### src/rtl/if_stage_pkg.sv
// Shared core package: machine width, reset PC default, system-instruction
// encodings, major opcode constants and the fetch-stage FSM state type.
package if_stage_pkg;

    localparam int          XLEN             = 32;
    localparam logic [31:0] RESET_PC_DEFAULT = 32'h0000_0000;

    // Exact encodings of the two instructions that stop fetch
    localparam logic [31:0] INST_ECALL  = 32'h0000_0073;
    localparam logic [31:0] INST_EBREAK = 32'h0010_0073;

    // Major opcodes (bits [6:0]) of the base integer ISA
    localparam logic [6:0] OPC_LOAD     = 7'b0000011;
    localparam logic [6:0] OPC_MISC_MEM = 7'b0001111;
    localparam logic [6:0] OPC_OP_IMM   = 7'b0010011;
    localparam logic [6:0] OPC_AUIPC    = 7'b0010111;
    localparam logic [6:0] OPC_STORE    = 7'b0100011;
    localparam logic [6:0] OPC_OP       = 7'b0110011;
    localparam logic [6:0] OPC_LUI      = 7'b0110111;
    localparam logic [6:0] OPC_BRANCH   = 7'b1100011;
    localparam logic [6:0] OPC_JALR     = 7'b1100111;
    localparam logic [6:0] OPC_JAL      = 7'b1101111;
    localparam logic [6:0] OPC_SYSTEM   = 7'b1110011;

    // Fetch FSM: RUN fetches, DRAIN waits for decode to take the halt
    // instruction, HALT is terminal until reset
    typedef enum logic [1:0] {
        IF_RUN   = 2'd0,
        IF_DRAIN = 2'd1,
        IF_HALT  = 2'd2
    } if_state_e;

    // True for ecall/ebreak; only the full 32-bit encodings match
    function automatic logic is_halt_inst(input logic [31:0] inst);
        return (inst == INST_ECALL) || (inst == INST_EBREAK);
    endfunction

endpackage

### src/rtl/if_stage.sv
// Instruction-fetch stage: owns the PC, addresses the combinational
// instruction memory and holds the fetched word in a valid/ready IF/ID
// register. Redirects from execute flush the held instruction; fetch stops
// after an ecall/ebreak until decode has taken it, then the stage halts.
module if_stage
    import if_stage_pkg::*;
#(
    parameter logic [31:0] RESET_PC = RESET_PC_DEFAULT,
    parameter int          IMEM_AW  = 6
) (
    input  logic               clk,
    input  logic               rst_n,
    output logic [IMEM_AW-1:0] imem_addr,
    input  logic [XLEN-1:0]    imem_data,
    input  logic               redirect_valid,
    input  logic [XLEN-1:0]    redirect_pc,
    output logic               out_valid,
    input  logic               out_ready,
    output logic [XLEN-1:0]    out_inst,
    output logic [XLEN-1:0]    out_pc,
    output logic [XLEN-1:0]    out_pc_plus4,
    output logic               halted
);

    if_state_e       state_q, state_d;
    logic [XLEN-1:0] pc_q, pc_d;
    logic            out_valid_q, out_valid_d;
    logic [XLEN-1:0] out_inst_q, out_inst_d;
    logic [XLEN-1:0] out_pc_q, out_pc_d;
    logic [XLEN-1:0] out_pc_plus4_q, out_pc_plus4_d;
    logic            halted_q, halted_d;

    logic            accepted;
    logic            load;
    logic [XLEN-1:0] pc_plus4;
    logic [XLEN-1:0] redirect_target;

    // Word address wraps naturally with the memory size
    assign imem_addr       = pc_q[IMEM_AW+1:2];
    assign pc_plus4        = pc_q + 32'd4;
    assign redirect_target = redirect_pc & ~32'h0000_0003;
    assign accepted        = out_valid_q && out_ready;
    assign load            = (state_q == IF_RUN) && (!out_valid_q || out_ready)
                             && !redirect_valid;

    // Next-state, next-PC and IF/ID register update; redirect wins in RUN/DRAIN
    always_comb begin
        state_d        = state_q;
        pc_d           = pc_q;
        out_valid_d    = out_valid_q;
        out_inst_d     = out_inst_q;
        out_pc_d       = out_pc_q;
        out_pc_plus4_d = out_pc_plus4_q;
        halted_d       = halted_q;

        unique case (state_q)
            IF_RUN: begin
                if (redirect_valid) begin
                    pc_d        = redirect_target;
                    out_valid_d = 1'b0;
                end else if (load) begin
                    out_inst_d     = imem_data;
                    out_pc_d       = pc_q;
                    out_pc_plus4_d = pc_plus4;
                    out_valid_d    = 1'b1;
                    if (is_halt_inst(imem_data)) begin
                        state_d = IF_DRAIN;
                    end else begin
                        pc_d = pc_plus4;
                    end
                end else if (accepted) begin
                    out_valid_d = 1'b0;
                end
            end
            IF_DRAIN: begin
                if (redirect_valid) begin
                    pc_d        = redirect_target;
                    out_valid_d = 1'b0;
                    state_d     = IF_RUN;
                end else if (accepted) begin
                    out_valid_d = 1'b0;
                    halted_d    = 1'b1;
                    state_d     = IF_HALT;
                end
            end
            IF_HALT: begin
                out_valid_d = 1'b0;
            end
            default: begin
                state_d = IF_RUN;
            end
        endcase
    end

    // State and IF/ID register with synchronous active-low reset
    always_ff @(posedge clk) begin
        if (!rst_n) begin
            state_q        <= IF_RUN;
            pc_q           <= RESET_PC;
            out_valid_q    <= 1'b0;
            out_inst_q     <= '0;
            out_pc_q       <= '0;
            out_pc_plus4_q <= '0;
            halted_q       <= 1'b0;
        end else begin
            state_q        <= state_d;
            pc_q           <= pc_d;
            out_valid_q    <= out_valid_d;
            out_inst_q     <= out_inst_d;
            out_pc_q       <= out_pc_d;
            out_pc_plus4_q <= out_pc_plus4_d;
            halted_q       <= halted_d;
        end
    end

    assign out_valid    = out_valid_q;
    assign out_inst     = out_inst_q;
    assign out_pc       = out_pc_q;
    assign out_pc_plus4 = out_pc_plus4_q;
    assign halted       = halted_q;

endmodule

### config.mk
export PLATFORM = sky130hd
export DESIGN_NAME = if_stage
export DESIGN_NICKNAME = d
export VERILOG_FILES = /design/src/rtl/if_stage_pkg.sv /design/src/rtl/if_stage.sv
export SDC_FILE = /design/constraint.sdc
export NUM_CORES = 1
export LEC_CHECK = 0
export CORE_ASPECT_RATIO = 1.5
export CORE_MARGIN = 4
export CORE_UTILIZATION = 57
export CTS_CLUSTER_SIZE = 25
export DETAILED_ROUTE_END_ITERATION = 6
export DONT_BUFFER_PORTS = 1
export PLACE_DENSITY = 0.86
export SKIP_CTS_REPAIR_TIMING = 1
export SYNTH_ARGS = -nofsm -noshare
export SYNTH_HDL_FRONTEND = slang
export SYNTH_SLANG_ARGS = --single-unit
### constraint.sdc
create_clock -name clk -period 2 [get_ports clk]
set_input_delay 0.4 -clock clk [delete_from_list [all_inputs] [get_ports clk]]
set_output_delay 0.4 -clock clk [all_outputs]
set_load 0.1 [all_outputs]
**Word-level counts from Yosys, hierarchy flattened**

Cells that the tools add are included.

- Word-level logic and storage cells: 51
- Bits in registers: 132

- Bitwise operators: 2
- Equality and inequality tests: 11
- Reductions and logical operators: 14
- $add $sub $neg: 1
- Multiplexer cells: 16

Operator list:

| kind | number |
|---|---|
| $mux W32 | 4 |
| $pmux W32 S2 | 1 |
| $add A32 B3 Y32 const B | 1 |
| $eq A32 B21 Y1 const B | 1 |
| $eq A32 B7 Y1 const B | 1 |
| $mux W2 | 5 |
| $ne A3 B3 Y1 const B | 3 |
| $ne A2 B2 Y1 const B | 3 |
| $pmux W2 S3 | 1 |
| $reduce_and A3 Y1 | 2 |
| $reduce_and A5 Y1 | 1 |
| $mux W1 | 4 |
| $reduce_and A4 Y1 | 1 |
| $logic_and A1 B1 Y1 | 3 |
| $pmux W1 S3 | 1 |
| $reduce_bool A3 Y1 | 1 |
| $eq A2 B1 Y1 const B | 1 |
| $eq A2 B2 Y1 const B | 1 |
| $logic_not A1 Y1 | 2 |
| $logic_not A2 Y1 | 1 |
| $logic_or A1 B1 Y1 | 2 |
| $ne A2 B1 Y1 const B | 1 |
| $not A1 Y1 | 2 |
| $reduce_bool A2 Y1 | 1 |

**Depth between registers and ports, before layout**

- Depth in word-level cells: 7
- Mapped depth: 9
- Gate-level depth less buffers: 7

**Least setup slack after synthesis**

No wires, ideal clock.

- Path type: register to register
- Start: register out_valid_q (netlist: out_valid)
- End: register out_pc_q[10] (netlist: out_pc[10])
- Data required time: 1930 ps
- Slack: -430 ps
- Cell stages (with the launch flop): 8
- Buffers on the path: 3
- Arrival: 2360 ps
- Clock period less this slack: 2430 ps
- Cell sequence: dfxtp_1 nor2b_1 or3_1 clkbuf_1 buf_2 buf_1 nand2_1 a21oi_1

- Word-level cells in the longest chain between the ends: 5

RTL lines:

| element | line | text |
|---|---|---|
| start, declared | if_stage.sv:27 | `logic out_valid_q, out_valid_d;` |
| start signal, assigned | if_stage.sv:108 | `out_valid_q <= out_valid_d;` |
| $logic_not A1 Y1 | if_stage.sv:43 | `assign load = (state_q == IF_RUN) && (!out_valid_q \|\| out_ready)` |
| $logic_or A1 B1 Y1 | if_stage.sv:43 |  |
| $logic_and A1 B1 Y1 | if_stage.sv:43 |  |
| $logic_and A1 B1 Y1 | if_stage.sv:44 | `&& !redirect_valid;` |
| $reduce_and A3 Y1 (no source line) | n/a |  |
| end signal, assigned | if_stage.sv:110 | `out_pc_q <= out_pc_d;` |
| end, declared | if_stage.sv:29 | `logic [XLEN-1:0] out_pc_q, out_pc_d;` |

No other way between the ends.
A chain may end at the register's enable or synchronous reset.

**Worst setup path after layout**

- Start: register pc_q[14]
- End: register pc_q[28]

- Word-level cells in the longest chain between the ends: 5

RTL lines:

| element | line | text |
|---|---|---|
| start, declared | if_stage.sv:26 | `logic [XLEN-1:0] pc_q, pc_d;` |
| start signal, assigned | if_stage.sv:107 | `pc_q <= pc_d;` |
| $add A32 B3 Y32 | if_stage.sv:40 | `assign pc_plus4 = pc_q + 32'd4;` |
| $mux W32 | if_stage.sv:66 | `if (is_halt_inst(imem_data)) begin` |
| $mux W32 | if_stage.sv:61 | `end else if (load) begin` |
| $mux W32 | if_stage.sv:58 | `if (redirect_valid) begin` |
| $pmux W32 S2 | if_stage.sv:56 | `unique case (state_q)` |

No other way between the ends. The select of a mux whose other input is x is not followed.

==> flow_summary.json <==
{
  "status": "finished clean",
  "worst_ep_arrival_time_ns": 2.26,
  "drc": 0,
  "slew_headroom_pct": 64.7,
  "cts.clk_slew.worst_paths_ns": 0.06,
  "synth_compound_area_share_pct": 20.7,
  "syn_avg_cell_area_um2": 7.83,
  "htree_num_levels": 4,
  "area_growth_pct": 30.8,
  "start_util_pct": 59.3,
  "netlist.top_cell.by_area": "dfxtp_1",
  "final_util_pct": 77.6,
  "yosysWarnings": 0,
  "diodes": 0,
  "synth_edf_count": 0,
  "setup_ws_ns": 0.0603,
  "grt_usage_pct": 28.6,
  "required_ns": 2.32,
  "finalMaxSlewViolations": 0,
  "crit_path_start": "pc_q[14]$_SDFFE_PN0P_",
  "yosysSeqAreaShare_pct": 43.4,
  "die_h_um": 132,
  "post-place-ws_ns": -0.154,
  "tightest_slew_ns": 0.525,
  "peakVddDrop_mv": 0.776,
  "place_area_um2": 6830,
  "p_leak_nw": 3.05,
  "total_power_mw": 7.73,
  "fin_cells": 964,
  "end_kind": "flip-flop",
  "grt_pass1_wl_mm": 27.8,
  "grt.overflow.total": 0,
  "syn-cell-area_um2": 5810,
  "design_area_um2": 7600,
  "rsz0062_at_grt": "true",
  "rows": 44,
  "fillers": 628,
  "path_cells": "nand4_4 -> buf_4 -> nor4_2 -> buf_4 -> nand4_1 -> o31a_1 -> o32ai_2",
  "layout-drive-gt1-share_pct": 25.3,
  "critPathMaxStageDelay_ns": 0.40,
  "numCtsBuffers": 17,
  "fin_nets": 909,
  "seq_area_um2": 2530,
  "synthTopCellsByCount": "nand2_1 (184), dfxtp_1 (126), a21oi_1 (94)",
  "cts_max_path_buffers": 2,
  "syn_inst": 743,
  "cts_tree": "done",
  "multi_input_area_um2": 3040,
  "die_w_um": 90.5,
  "root_buffer": "clkbuf_16",
  "ys_seq_elements": 126,
  "setup_viol": 0,
  "synth_ff_type": "dfxtp_1",
  "cap_violations": 0,
  "timing.rr.start": "pc_q[14]$_SDFFE_PN0P_",
  "synthSimpleGateAreaFrac_pct": 25.0,
  "wl_mm": 17.4,
  "crit_fanout": 5,
  "period_share_pct": 97.0,
  "die_area_um2": 11900,
  "synth_top_area_share_pct": 43.4,
  "yosysMostFrequentCell": "nand2_1",
  "pin_count": 172,
  "io_buffers": 0,
  "cp-start-kind": "flip-flop",
  "first_pass_iters": 5,
  "crit_family": "compound AO/OA/AOI/OAI gates",
  "grt_pass1_vias": 5719,
  "muxShareOfSynthArea_pct": 0.344,
  "ant_nets": 0,
  "dp_cells": 927,
  "drt-initial-drc-count": 421,
  "synthXorXnorAreaFrac_pct": 3.16,
  "yosysUniqueCellTypes": 62,
  "path_buf_inv": 2,
  "design.core.area_um2": 9800,
  "synth_area_leaders": "dfxtp_1 (43%), nand2_1 (12%), a21oi_1 (8.1%), clkbuf_1 (3.1%), nor2_1 (3.0%)",
  "cpMostUsedCell": "buf_4",
  "cts_sinks": 126,
  "hold_class": "in2reg",
  "critPathKind": "reg2reg",
  "clock_skew_ns": 0.00965,
  "timing.fmax_ghz": 0.516,
  "period_minus_slack_ns": 1.94,
  "place_congestion": 0.876,
  "critical_path.slowest_cell": "dfxtp_1",
  "viasPerCell": 6.09,
  "hold_violations": 0,
  "synthArstFlopShare_pct": 0,
  "power.density_nw_per_um2": 1020,
  "clk_latency_ns": 0.42,
  "vias": 5867,
  "synthAdderAreaFrac_pct": 1.08,
  "grt_max_degree": 62,
  "hpwl_mm": 12.1,
  "wl_per_cell_um": 18.0,
  "antenna_found_initial": 0,
  "min_from": "imem_data[2]",
  "synth_top_family_by_area": "simple AND/OR/NAND/NOR gates"
}
-- cells in the final DEF (no fill, tap or decap), types with 5 or more instances in the layout --
cell type  netlist  routed
nor2_1          47      46
nor4_1           9       9
a21oi_1         94      94
o21ai_0         15      15
bufinv_16        0       5
nand4_1          7       7
buf_12           0       8
nand3_1         13      13
o31ai_1         14      13
a211oi_1        20      20
buf_4           10     140
xor2_1          13      13
nor3_1          15      13
o31a_1           5       5
xnor2_1          8       8
clkbuf_16        0      17
nand2_1        184     184
dfxtp_1        126     123
o211ai_1         6       6
o32ai_1          8       7
-- registers in the layout (all words and copies together) (netlist names) --
name / flops
out_inst: 32
pc_q: 30
out_pc_plus4: 30
halted: 1
out_pc: 30
out_valid: 1
state_q: 2
-- routing by layer --
metal	global-route usage [%]	vias to the layer above	part of all wire, %	wire length [µm]
met3	8.87	61	8.4	1450
met2	49.8	333	52	8990
met5	0	-	0	0
li1	-	2762	-	-
met1	30.4	2711	36	6280
met4	15.5	0	3.7	636
-- metrics by stage --
step	TNS (ns)	hold WS [ns]
after floorplan	0	0.458
after detailed placement	-2.11	0.447
after CTS	-0.529	0.101
final	0	0.113
after global placement	-0.449	0.442
after global routing	-0.0237	0.102
-- path summary, 6_finish.rpt --
kind | slack (ns) | cells after the start | end
max | 0.06 | 7 | pc_q[28]$_SDFFE_PN0P_
min | 0.11 | 2 | out_inst[2]$_SDFFE_PN0P_
max reg2reg | 0.06 | 7 | pc_q[28]$_SDFFE_PN0P_
min reg2reg | 0.45 | 2 | out_pc[29]$_SDFFE_PN0P_
-- cells by family after synthesis --
kind of cell             count (synthesis)
flip-flops                             126
multiplexers                             2
AND/OR/NAND/NOR                        313
XOR/XNOR                                21
buffers and inverters                   84
adder cells (fa/ha/maj)                  5
other                                    1
AO/OA/AOI/OAI                          191
-- power breakdown --
part,switching (mW),internal [mW]
clock network,1.13,2.24
logic,1.24,0.355
registers,0.0989,2.66
-- layout make-up --
cell class	count	share of cell area (%)
multi-input cells	536	40.0
flip-flops and latches	126	33.3
repair buffers	148	15.9
clock buffers	18	5.77
clock inverters	14	2.81
well taps	115	1.89
inverters	7	0.362
(Power assumes the default switching activity.)
